==> src/rtl/tmds_rx_decoder.sv <==
`timescale 1ns/1ps
// ---------------------------------------------------------------------------
// tmds_rx_decoder
//
// Purpose:
//   Receive-side decoder for one TMDS channel. The deserializer hands us raw
//   10-bit words with unknown symbol boundaries. We slide a 10-bit window
//   across two consecutive words until control tokens appear steadily at one
//   bit offset, then decode every aligned symbol into pixel data or a control
//   value. Lock is dropped if control tokens disappear for too long.
//
// Ports:
//   clk_25mhz    in   1   pixel clock
//   reset        in   1   synchronous, active-high
//   i_sym        in  10   raw deserialized word, bit 0 = earliest serial bit
//   o_data       out  8   decoded pixel byte (0 while a token is decoded)
//   o_ctrl       out  2   last decoded control value {C1,C0}
//   o_de         out  1   o_data carries valid video
//   o_locked     out  1   symbol alignment achieved
//   o_offset     out  4   bit offset of the alignment window, 0..9
//   o_lock_lost  out  1   single-cycle pulse when lock is dropped
// ---------------------------------------------------------------------------
module tmds_rx_decoder #(
    parameter int LOCK_TOKENS    = 16,
    parameter int SEARCH_TIMEOUT = 2048,
    parameter int LOSS_TIMEOUT   = 2048
) (
    input  logic       clk_25mhz,
    input  logic       reset,
    input  logic [9:0] i_sym,
    output logic [7:0] o_data,
    output logic [1:0] o_ctrl,
    output logic       o_de,
    output logic       o_locked,
    output logic [3:0] o_offset,
    output logic       o_lock_lost
);

    localparam int RUN_W   = $clog2(LOCK_TOKENS) + 1;
    localparam int DWELL_W = $clog2(SEARCH_TIMEOUT) + 1;
    localparam int GAP_W   = $clog2(LOSS_TIMEOUT) + 1;

    localparam logic [RUN_W-1:0]   RUN_LOCK   = RUN_W'(LOCK_TOKENS);
    localparam logic [DWELL_W-1:0] DWELL_LAST = DWELL_W'(SEARCH_TIMEOUT - 1);
    localparam logic [GAP_W-1:0]   GAP_LAST   = GAP_W'(LOSS_TIMEOUT - 1);

    typedef enum logic {
        ST_SEARCH,
        ST_LOCKED
    } state_t;

    // Returns {isToken, ctrl[1:0]} for a 10-bit aligned symbol.
    function automatic logic [2:0] tokenLookup(input logic [9:0] sym);
        case (sym)
            10'h354: return 3'b100;
            10'h0AB: return 3'b101;
            10'h154: return 3'b110;
            10'h2AB: return 3'b111;
            default: return 3'b000;
        endcase
    endfunction

    state_t             state_q, state_d;
    logic [3:0]         offset_q, offset_d;
    logic [RUN_W-1:0]   runCnt_q, runCnt_d;
    logic [DWELL_W-1:0] dwellCnt_q, dwellCnt_d;
    logic [GAP_W-1:0]   gapCnt_q, gapCnt_d;
    logic               locked_q, locked_d;
    logic               lockLost_q, lockLost_d;

    logic [9:0]  prevSym_q;
    logic [9:0]  alignWord_q;
    logic [19:0] window;
    logic [9:0]  alignedNow;
    logic [2:0]  nowLookup;
    logic        nowIsToken;

    logic [2:0]  stageLookup;
    logic [7:0]  unmasked;
    logic [7:0]  decoded;
    logic [7:0]  data_q;
    logic [1:0]  ctrl_q;
    logic        de_q;

    // The earlier word sits in the low half, so shifting right by the offset
    // walks the window forward in serial-bit order.
    assign window     = {i_sym, prevSym_q};
    assign alignedNow = 10'(window >> offset_q);
    assign nowLookup  = tokenLookup(alignedNow);
    assign nowIsToken = nowLookup[2];

    // Stage 1: remember the previous raw word and capture the aligned symbol.
    always_ff @(posedge clk_25mhz) begin
        if (reset) begin
            prevSym_q   <= '0;
            alignWord_q <= '0;
        end else begin
            prevSym_q   <= i_sym;
            alignWord_q <= alignedNow;
        end
    end

    // Alignment FSM state and counters.
    always_ff @(posedge clk_25mhz) begin
        if (reset) begin
            state_q    <= ST_SEARCH;
            offset_q   <= '0;
            runCnt_q   <= '0;
            dwellCnt_q <= '0;
            gapCnt_q   <= '0;
            locked_q   <= 1'b0;
            lockLost_q <= 1'b0;
        end else begin
            state_q    <= state_d;
            offset_q   <= offset_d;
            runCnt_q   <= runCnt_d;
            dwellCnt_q <= dwellCnt_d;
            gapCnt_q   <= gapCnt_d;
            locked_q   <= locked_d;
            lockLost_q <= lockLost_d;
        end
    end

    // Next-state logic. In SEARCH a lock decision takes priority over the
    // dwell timeout, so a run completing on the last dwell cycle keeps the
    // current offset. All counters saturate instead of wrapping.
    always_comb begin
        state_d    = state_q;
        offset_d   = offset_q;
        runCnt_d   = runCnt_q;
        dwellCnt_d = dwellCnt_q;
        gapCnt_d   = gapCnt_q;
        locked_d   = locked_q;
        lockLost_d = 1'b0;

        case (state_q)
            ST_SEARCH: begin
                locked_d = 1'b0;
                gapCnt_d = '0;
                if (nowIsToken) begin
                    runCnt_d = (runCnt_q == '1) ? runCnt_q : runCnt_q + 1'b1;
                end else begin
                    runCnt_d = '0;
                end
                dwellCnt_d = (dwellCnt_q == '1) ? dwellCnt_q : dwellCnt_q + 1'b1;

                if (nowIsToken && (runCnt_d >= RUN_LOCK)) begin
                    state_d    = ST_LOCKED;
                    locked_d   = 1'b1;
                    runCnt_d   = '0;
                    dwellCnt_d = '0;
                end else if (dwellCnt_q >= DWELL_LAST) begin
                    offset_d   = (offset_q == 4'd9) ? 4'd0 : offset_q + 4'd1;
                    runCnt_d   = '0;
                    dwellCnt_d = '0;
                end
            end

            ST_LOCKED: begin
                locked_d   = 1'b1;
                runCnt_d   = '0;
                dwellCnt_d = '0;
                if (nowIsToken) begin
                    gapCnt_d = '0;
                end else if (gapCnt_q >= GAP_LAST) begin
                    state_d    = ST_SEARCH;
                    locked_d   = 1'b0;
                    lockLost_d = 1'b1;
                    gapCnt_d   = '0;
                end else begin
                    gapCnt_d = (gapCnt_q == '1) ? gapCnt_q : gapCnt_q + 1'b1;
                end
            end

            default: begin
                state_d  = ST_SEARCH;
                locked_d = 1'b0;
            end
        endcase
    end

    // TMDS data decode: undo the optional inversion (bit 9), then undo the
    // XOR/XNOR chain selected by bit 8.
    always_comb begin
        stageLookup = tokenLookup(alignWord_q);
        unmasked    = alignWord_q[9] ? ~alignWord_q[7:0] : alignWord_q[7:0];
        decoded     = '0;
        decoded[0]  = unmasked[0];
        for (int i = 1; i < 8; i++) begin
            decoded[i] = alignWord_q[8] ? (unmasked[i] ^ unmasked[i-1])
                                        : ~(unmasked[i] ^ unmasked[i-1]);
        end
    end

    // Stage 2: register the decoded symbol. o_ctrl only changes on tokens so
    // it keeps the most recent control value through active video.
    always_ff @(posedge clk_25mhz) begin
        if (reset) begin
            data_q <= '0;
            ctrl_q <= '0;
            de_q   <= 1'b0;
        end else if (stageLookup[2]) begin
            data_q <= '0;
            ctrl_q <= stageLookup[1:0];
            de_q   <= 1'b0;
        end else begin
            data_q <= decoded;
            de_q   <= locked_q;
        end
    end

    assign o_data      = data_q;
    assign o_ctrl      = ctrl_q;
    assign o_de        = de_q;
    assign o_locked    = locked_q;
    assign o_offset    = offset_q;
    assign o_lock_lost = lockLost_q;

endmodule

==> config.mk <==
export PLATFORM = sky130hd
export DESIGN_NAME = tmds_rx_decoder
export DESIGN_NICKNAME = d
export VERILOG_FILES = /design/src/rtl/tmds_rx_decoder.sv
export SDC_FILE = /design/constraint.sdc
export NUM_CORES = 1
export LEC_CHECK = 0
export ABC_AREA = 1
export ABC_CLOCK_PERIOD_IN_PS = 3500
export CAP_MARGIN = 40
export CORE_ASPECT_RATIO = 0.75
export CORE_MARGIN = 10
export CORE_UTILIZATION = 68
export DETAILED_ROUTE_END_ITERATION = 7
export DONT_BUFFER_PORTS = 1
export PLACE_DENSITY_LB_ADDON = 0.25
export RECOVER_POWER = 25
export SLEW_MARGIN = 20
export SYNTH_ARGS = -nofsm -noshare
export SYNTH_HDL_FRONTEND = slang
export SYNTH_SLANG_ARGS = --single-unit
==> constraint.sdc <==
create_clock -name clk_25mhz -period 3.5 [get_ports clk_25mhz]
set_input_delay 0.35 -clock clk_25mhz [delete_from_list [all_inputs] [get_ports clk_25mhz]]
set_output_delay 0.35 -clock clk_25mhz [all_outputs]
set_load 0.05 [all_outputs]
==> results_dict.tcl <==
set metrics [dict create \
    nets 516 \
    tightest_slew_ns 0.664 \
    post-route-period-util 0.783 \
    regToRegStartpoint "o_offset[2]$_SDFFE_PP0P_" \
    p_per_area_mw_per_mm2 413 \
    grt_pass1_wl_um 12900 \
    synth.top_cells.by_count "110 x nand2_1, 83 x nand3_1, 72 x nor2_1" \
    std_cell_rows 22 \
    postCtsSetupBuffers 0 \
    multiInputGateArea_mm2 0.00183 \
    cp_top_family "simple AND/OR/NAND/NOR gates" \
    end_kind "register" \
    cp-endpoint "gapCnt_q[7]$_SDFFE_PP0P_" \
    io_pins 29 \
    io_buffers 0 \
    yosysWarnings 0 \
    die_area_mm2 0.00839 \
    drive_gt1_frac 0.0766 \
    hold_ws_ns 0.0734 \
    dieHeight_um 81.9 \
    syn_inst 495 \
    cpPeakStageDelay_ns 0.51 \
    yosysUniqueCellTypes 34 \
    yosysTopAreaCell "dfxtp_1" \
    drc 0 \
    design.core.area_mm2 0.00493 \
    grt_antenna_before_repair 0 \
    crit_required_ns 3.71 \
    maxCapViolCount 0 \
    cts_made_buffers 9 \
    finalSetupViolCount 0 \
    status "completed" \
    r2r_end "gapCnt_q[7]$_SDFFE_PP0P_" \
    maxSlewHeadroom 0.557 \
    clk_pin_slew_ns 0.07 \
    hold_class "in2reg" \
    place_congestion 1.00 \
    slowest_stage "clkbuf_1" \
    ir_drop_mv 0.232 \
    path_common_cell "nand2_1" \
    fin_crit_ns 2.74 \
    max_freq_ghz 0.365 \
    drtIter0Drc 276 \
    postRouteAntennaNets 0 \
    insertion_delay_ns 0.34 \
    synth.most_common_cell "nand2_1" \
    htreeDepth 3 \
    synth_seq_cells 66 \
    critPathKind "reg2reg" \
    synth_flop_cell "dfxtp_1" \
    dpl.hpwl_um 5600 \
    grt_overflow_total 0 \
    syn_nets 518 \
    grt_pass1_vias 2797 \
    synth_top_area_frac 0.381 \
    cp_cell_sequence "clkbuf_1 -> buf_4 -> nand2_1 -> inv_1 -> nand3_1 -> nand2_1 -> inv_1 -> nand2_1 -> nand2_1 -> nor2_1 -> nand3_1 -> nand2_4 -> nor3_2 -> nand2_1 -> nor3_1" \
    start_kind "register" \
    rsz0062_at_grt "false" \
    critPathArrivalTime_ns 2.95 \
    start_util 0.705 \
    die_w_um 103 \
    viasPerCell 5.44 \
    path_buf_inv 4 \
    wl_um 7450 \
    leakagePower_nw 1.59 \
    regArea_mm2 0.00132 \
    grt.total_usage 0.192 \
    worstHoldPathCells 1 \
    dr.pass1.iters 5 \
    root_buffer "clkbuf_8" \
    clock_path_buffers 2 \
    critPathMaxFanout 14 \
    synth-edff-count 0 \
    ctsHoldBuffers 0 \
    final_util 0.739 \
    maxSlewViolCount 0 \
    cp.depth 15 \
    tns_ns 0 \
    post_drt_wl_per_cell_um 13.4 \
    critPathLaunch "o_offset[2]$_SDFFE_PP0P_" \
    grt_max_degree 29 \
    ctsResizeCount 0 \
    cts.sinks 66 \
    r2r_slack_ns 0.76 \
    hold_violations 0 \
    area_growth_pct 4.90 \
    r2r_cells 15 \
    nFillCells 389 \
    tritoncts "yes" \
    avgSynthCellArea_um2 7.01 \
    async_flop_share 0 \
    synthTopCellsByArea "dfxtp_1 38%, nand3_1 12%, nand2_1 12%" \
    netlist_area_mm2 0.00347 \
    antenna_cells 0 \
    clock_skew_ns 0.00933 \
    seq_area_frac_synth 0.381 \
    route.vias.total 3027 \
]
final cells by class:
class / count / share of cell area
inverter: 56 / 0.0577
timing repair buffer: 5 / 0.00928
clock inverter: 3 / 0.0117
sequential: 66 / 0.363
tap: 60 / 0.0206
clock buffer: 11 / 0.0361
multi-input combinational: 355 / 0.502
through the flow:
stage / power [mW] / setup WS (ns) / instance area, um^2 / instances
finish: 1.50 / 0.761 / 3640 / 556
global placement: 0.921 / 1.04 / 3470 / 542
CTS: 1.51 / 0.965 / 3650 / 556
floorplan: 0.909 / 1.27 / 3470 / 495
global route: 1.56 / 0.461 / 3640 / 556
detailed placement: 0.923 / 0.985 / 3470 / 542
placed cells by master (no fill, tap or decap):
cell type     n
inv_2         4
dfxtp_1      66
nor3_1        5
bufinv_16     1
xnor2_1      12
o21ai_2       2
clkinv_2      1
nand2_1     110
a21oi_1      11
a31oi_1       3
nand2_2       3
buf_4         4
nand2_4       2
nor3_2        2
xor2_1       13
nor4_1        1
a21oi_2       4
conb_1        1
nand3_2       2
clkbuf_1      3
nor2_2        1
nand4_2       1
nor2_1       72
a21oi_4       1
clkinvlp_4    1
o21ai_0       3
a32oi_1       1
nand3_1      83
ha_1         11
inv_1        52
clkbuf_8      9
and2_1        1
o21bai_1      2
nand4_1       6
and3_1        2
cell families (layout without fill, tap and decap cells):
family                     Yosys count  after routing  share of synthesized area
AOI/OAI and AO/OA                   27             27                     0.0523
xor gates and xnor gates            25             25                     0.0631
adders and majority gates           11             11                     0.0396
buffers and inverters               74             75                     0.0930
DFF                                 66             66                      0.381
other                                1              1                    0.00108
and+or+nand+nor                    291            291                      0.370
sequential cells by signal, indices dropped and copies added, names as in the netlist:
register,cells
dwellCnt_q,12
gapCnt_q,12
alignWord_q,10
prevSym_q,10
o_data,8
runCnt_q,5
o_offset,4
o_ctrl,2
o_de,1
o_lock_lost,1
o_locked,1
worst min-delay path by stage:
stage / start / endpoint
after floorplan: dwellCnt_q[0]$_SDFFE_PP0P_ / dwellCnt_q[0]$_SDFFE_PP0P_
after global placement: reset / o_offset[1]$_SDFFE_PP0P_
after detailed placement: reset / o_ctrl[0]$_SDFFE_PP0P_
after CTS: reset / o_offset[1]$_SDFFE_PP0P_
after global routing: reset / o_ctrl[1]$_SDFFE_PP0P_
final: reset / o_offset[1]$_SDFFE_PP0P_
layer usage:
metal  vias up  part of all wire  GRT usage
met5         -                 0          0
li1       1563                 -          -
met4         0            0.0098     0.0646
met3        10             0.085     0.0646
met1      1353              0.44      0.237
met2       101              0.46      0.308
where the power goes:
part / internal, mW / switching (mW)
Combinational: 0.0335 / 0.0501
Sequential: 0.775 / 0.0478
Clock: 0.320 / 0.277
Total: 1.13 / 0.375
Power figures use the tool's default switching activity.
==> variant 1: new RTL, config.mk and constraints unchanged <==
`alignWord_q` no longer has a reset.
--- a/src/rtl/tmds_rx_decoder.sv
+++ b/src/rtl/tmds_rx_decoder.sv
@@ -95,7 +95,9 @@
             prevSym_q   <= '0;
-            alignWord_q <= '0;
         end else begin
             prevSym_q   <= i_sym;
-            alignWord_q <= alignedNow;
-        end
+        end
+    end
+
+    always_ff @(posedge clk_25mhz) begin
+        alignWord_q <= alignedNow;
     end
Function: differs if reset is asserted again (counterexample within 4 cycles, from zero or initial values and one cycle with reset high); with reset held inactive, the same outputs for 10 cycles.
==> variant 1 against the original RTL <==
Via count up 1.3%; critical path depth shrank 1; sequential cell count stayed put; design area up 0.45%; synthesized cell count down 2.2%; setup slack better by 24 ps; routed wire length decreased by 2.3%; power rose by 8.7%; utilization grew 1.2 points; die area fell by 1.2%; synthesized area down 1.5%; largest cell class unchanged.
==> variant 1: results (changes against the original RTL) <==
synth-compound-area-share_pct: 4.90  # -0.32 points
met2WireLength_um: 3160  # -7.9%
r2r-start: "o_offset[0]$_SDFFE_PP0P_"
seq-cell-share_pct: 36.1  # -0.16 points
synthCells: 484  # -2.2%
arrival_ps: 2990  # +40 ps
netlist_top_cells_count: "108 x nand2_1, 86 x nand3_1, 66 x dfxtp_1"
r2r_slack_ps: 780  # +20 ps
max-vdd-ir-drop_uv: 337  # +45%
vias: 3065  # +1.3%
power.switching_uw: 415  # +11%
dr_wl_met3_um: 734  # +16%
status: "finished, final reports clean"
wirelength_um: 7280  # -2.3%
finClkSkew_ps: 10.4  # +1.10 ps
grt_max_degree: 24  # -17%
synth_mux_area_share_pct: 0.293  # +0.29 points
layout-drive-gt1-share_pct: 8.38  # +0.72 points
rr_worst_depth: 14  # -1
syn_nets: 507  # -2.1%
ys_seq_area_share_pct: 38.6  # +0.58 points
grt_pass1_wl_um: 12200  # -5.0%
cp_max_fo: 23  # +9
ys_types: 37  # +8.8%
nFillCells: 378  # -2.8%
==> variant 1: cell count changes in the layout (fill, tap and decap cells not counted), sizes merged, moves of 2 or more <==
| cell | delta |
|---|---|
| nand3b | +2 |
| nand3 | +2 |
| nor2 | -9 |
| a31oi | -2 |
| nand2 | -2 |
| xnor2 | -2 |
| clkbuf | -3 |
| xor2 | +2 |
==> variant 1: routing by layer <==
layer	vias to the layer above	track usage, %
li1	1547	-
met1	1370	23.0
met2	137	28.5
met3	11	8.56
met4	0	5.76
met5	-	0
==> variant 1: how the worst max path moves through the flow <==
| stage | end | slack [ps] | cells after the start |
|---|---|---|---|
| floorplan | dwellCnt_q[8]$_SDFFE_PP0P_ | 1250 | 15 |
| global route | gapCnt_q[7]$_SDFFE_PP0P_ | 500 | 14 |
| detailed placement | gapCnt_q[7]$_SDFFE_PP0P_ | 870 | 14 |
| finish | gapCnt_q[7]$_SDFFE_PP0P_ | 780 | 14 |
| CTS | gapCnt_q[7]$_SDFFE_PP0P_ | 860 | 14 |
| global placement | dwellCnt_q[4]$_SDFFE_PP0P_ | 960 | 14 |
==> variant 1: kinds of logic (layout without fill, tap and decap cells) <==
kind of cell | Yosys count | count (layout)
compound gates | 26 | 26
xor+xnor | 25 | 25
fa+ha+maj | 11 | 11
buf+inv | 70 | 75
flops | 66 | 66
mux | 1 | 1
other cells | 1 | 1
simple gates | 284 | 284
==> variant 1: through the flow <==
step / hold slack [ps] / cell area [um2] / worst slack (ps)
final: 56.3 / 3660 / 784
after global routing: 29.1 / 3660 / 500
after CTS: 41.9 / 3660 / 857
after detailed placement: 425 / 3430 / 866
after global placement: 424 / 3430 / 960
after floorplan: 418 / 3420 / 1250
==> variant 2: new RTL, config.mk and constraints unchanged <==
Without the edit above. `SEARCH_TIMEOUT`: 2048 -> 4096.
--- a/src/rtl/tmds_rx_decoder.sv
+++ b/src/rtl/tmds_rx_decoder.sv
@@ -24,3 +24,3 @@
     parameter int LOCK_TOKENS    = 16,
-    parameter int SEARCH_TIMEOUT = 2048,
+    parameter int SEARCH_TIMEOUT = 4096,
     parameter int LOSS_TIMEOUT   = 2048
Behaviour: no difference found for any inputs over 10 cycles, from zero or initial values and one cycle with reset high; that may be too few to reach the edited logic, so the function may still have changed.
==> variant 2 against the original RTL <==
Design area is 0.55% lower; global-route usage grew 0.16 points; routed wire length increased by 1.1%; count of clock-buffer cells in the layout rose by 1; synthesized area shrank 1.3%; non-clock buffer count unchanged; setup slack better by 190 ps; clock skew fell by 1.4 ps; sequential cell count rose by 1; die area is 0.99% lower; critical path type unchanged; largest cell class unchanged.
Power is not compared: it rests on default switching activity, and its combinational part moved more than twofold at a synthesized area within 25%.
==> variant 2: results (changes against the original RTL) <==
ys_types: 31  # -8.8%
status: "finished, final reports clean"
grt_pass1_vias: 2808  # +0.39%
arrival_ps: 2800  # -150 ps
layout-drive-gt1-share_pct: 6.88  # -0.78 points
port-buffer-count: 0  # unchanged
holdWs_ps: 71.5  # -1.92 ps
netlist_top_cells_count: "109 x nand2_1, 88 x nand3_1, 74 x nor2_1"
clkTransAtPathRegs_ps: 70  # about the same
reg_top3: "dwellCnt_q: 13 flops, gapCnt_q: 12 flops"
tightest_slew_ps: 656  # -8.20 ps
r2r_slack_ps: 950  # +190 ps
ys_seq_area_share_pct: 39.1  # +1.1 points
routed_via_density: 5.51  # +1.2%
wirelength_um: 7540  # +1.1%
worstHoldStart: "reset"
grt_max_degree: 28  # -3.4%
dr_wl_met3_um: 685  # +8.0%
largest_reg_flops: 13
r2r-start: "o_offset[3]$_SDFFE_PP0P_"
clk_latency_ps: 340  # about the same
rr_worst_depth: 13  # -2
gp_congestion: 0.997  # -0.63%
synth_area_leaders: "dfxtp_1 39%, nand3_1 13%, nand2_1 12%"
cts_resized: 0  # unchanged
synthCells: 490  # -1.0%
dp.cells: 538  # -0.74%
nets: 512  # -0.78%
finClkSkew_ps: 7.88  # -1.45 ps
met2WireLength_um: 3310  # -3.5%
track_usage_pct: 19.3  # +0.16 points
firstDrtPassIters: 6  # +1
cp_max_fo: 17  # +3
dp_hpwl_um: 5580  # -0.41%
wl_met1_um: 3420  # +3.3%
## variant 2: path summary, 6_finish.rpt
kind	to
min	o_ctrl[1]$_SDFFE_PP0P_
max reg2reg	gapCnt_q[7]$_SDFFE_PP0P_
min reg2reg	dwellCnt_q[0]$_SDFFE_PP0P_
max	gapCnt_q[7]$_SDFFE_PP0P_
## variant 2: cell type report
type,count,area (um2)
clock buffers,12,165
clock inverters,4,23.8
inverters,50,188
well taps,60,75.1
repair buffers,5,33.8
multi-input cells,356,1800
flip-flops and latches,67,1340
fillers,381,1250
## variant 2: report_power, final
part | internal (mW) | switching, mW
Combinational | 0.0844 | 0.157
Sequential | 0.803 | 0.0863
Clock | 0.312 | 0.281
## variant 2: kinds of logic after synthesis
group                      share of synthesized area [%]
and+or+nand+nor                                     37.0
buffers and inverters                               8.61
DFF                                                 39.1
xor gates and xnor gates                            6.90
AOI/OAI and AO/OA                                   4.27
adders and majority gates                           4.01
other                                              0.109
## variant 2: critical path, stage by stage, from the launching register on
cell	delay, ps
dfxtp_1	320
buf_4	240
inv_2	190
nor2_2	330
nand3_1	140
nand2_1	100
a21oi_1	60
nand2_1	80
nor2_1	40
nand3_1	100
nand2_2	100
nor2_1	110
nand3_1	350
nor3b_1	290
## variant 2: per-layer routing
metal / vias up / GRT usage, %
met2: 111 / 30.8
met1: 1370 / 24.1
met5: - / 0
met4: 0 / 7.44
met3: 11 / 6.21
li1: 1561 / -
## variant 2: stage by stage
stage               power (mW)  util, %  worst slack (ps)  area (um2)
global route              1.81     74.3               649        3620
CTS                       1.74     74.4               994        3630
detailed placement        1.14     70.5              1010        3440
floorplan                 1.10        -              1280        3430
finish                    1.72     74.3               951        3620
global placement          1.14     70.5              1100        3440
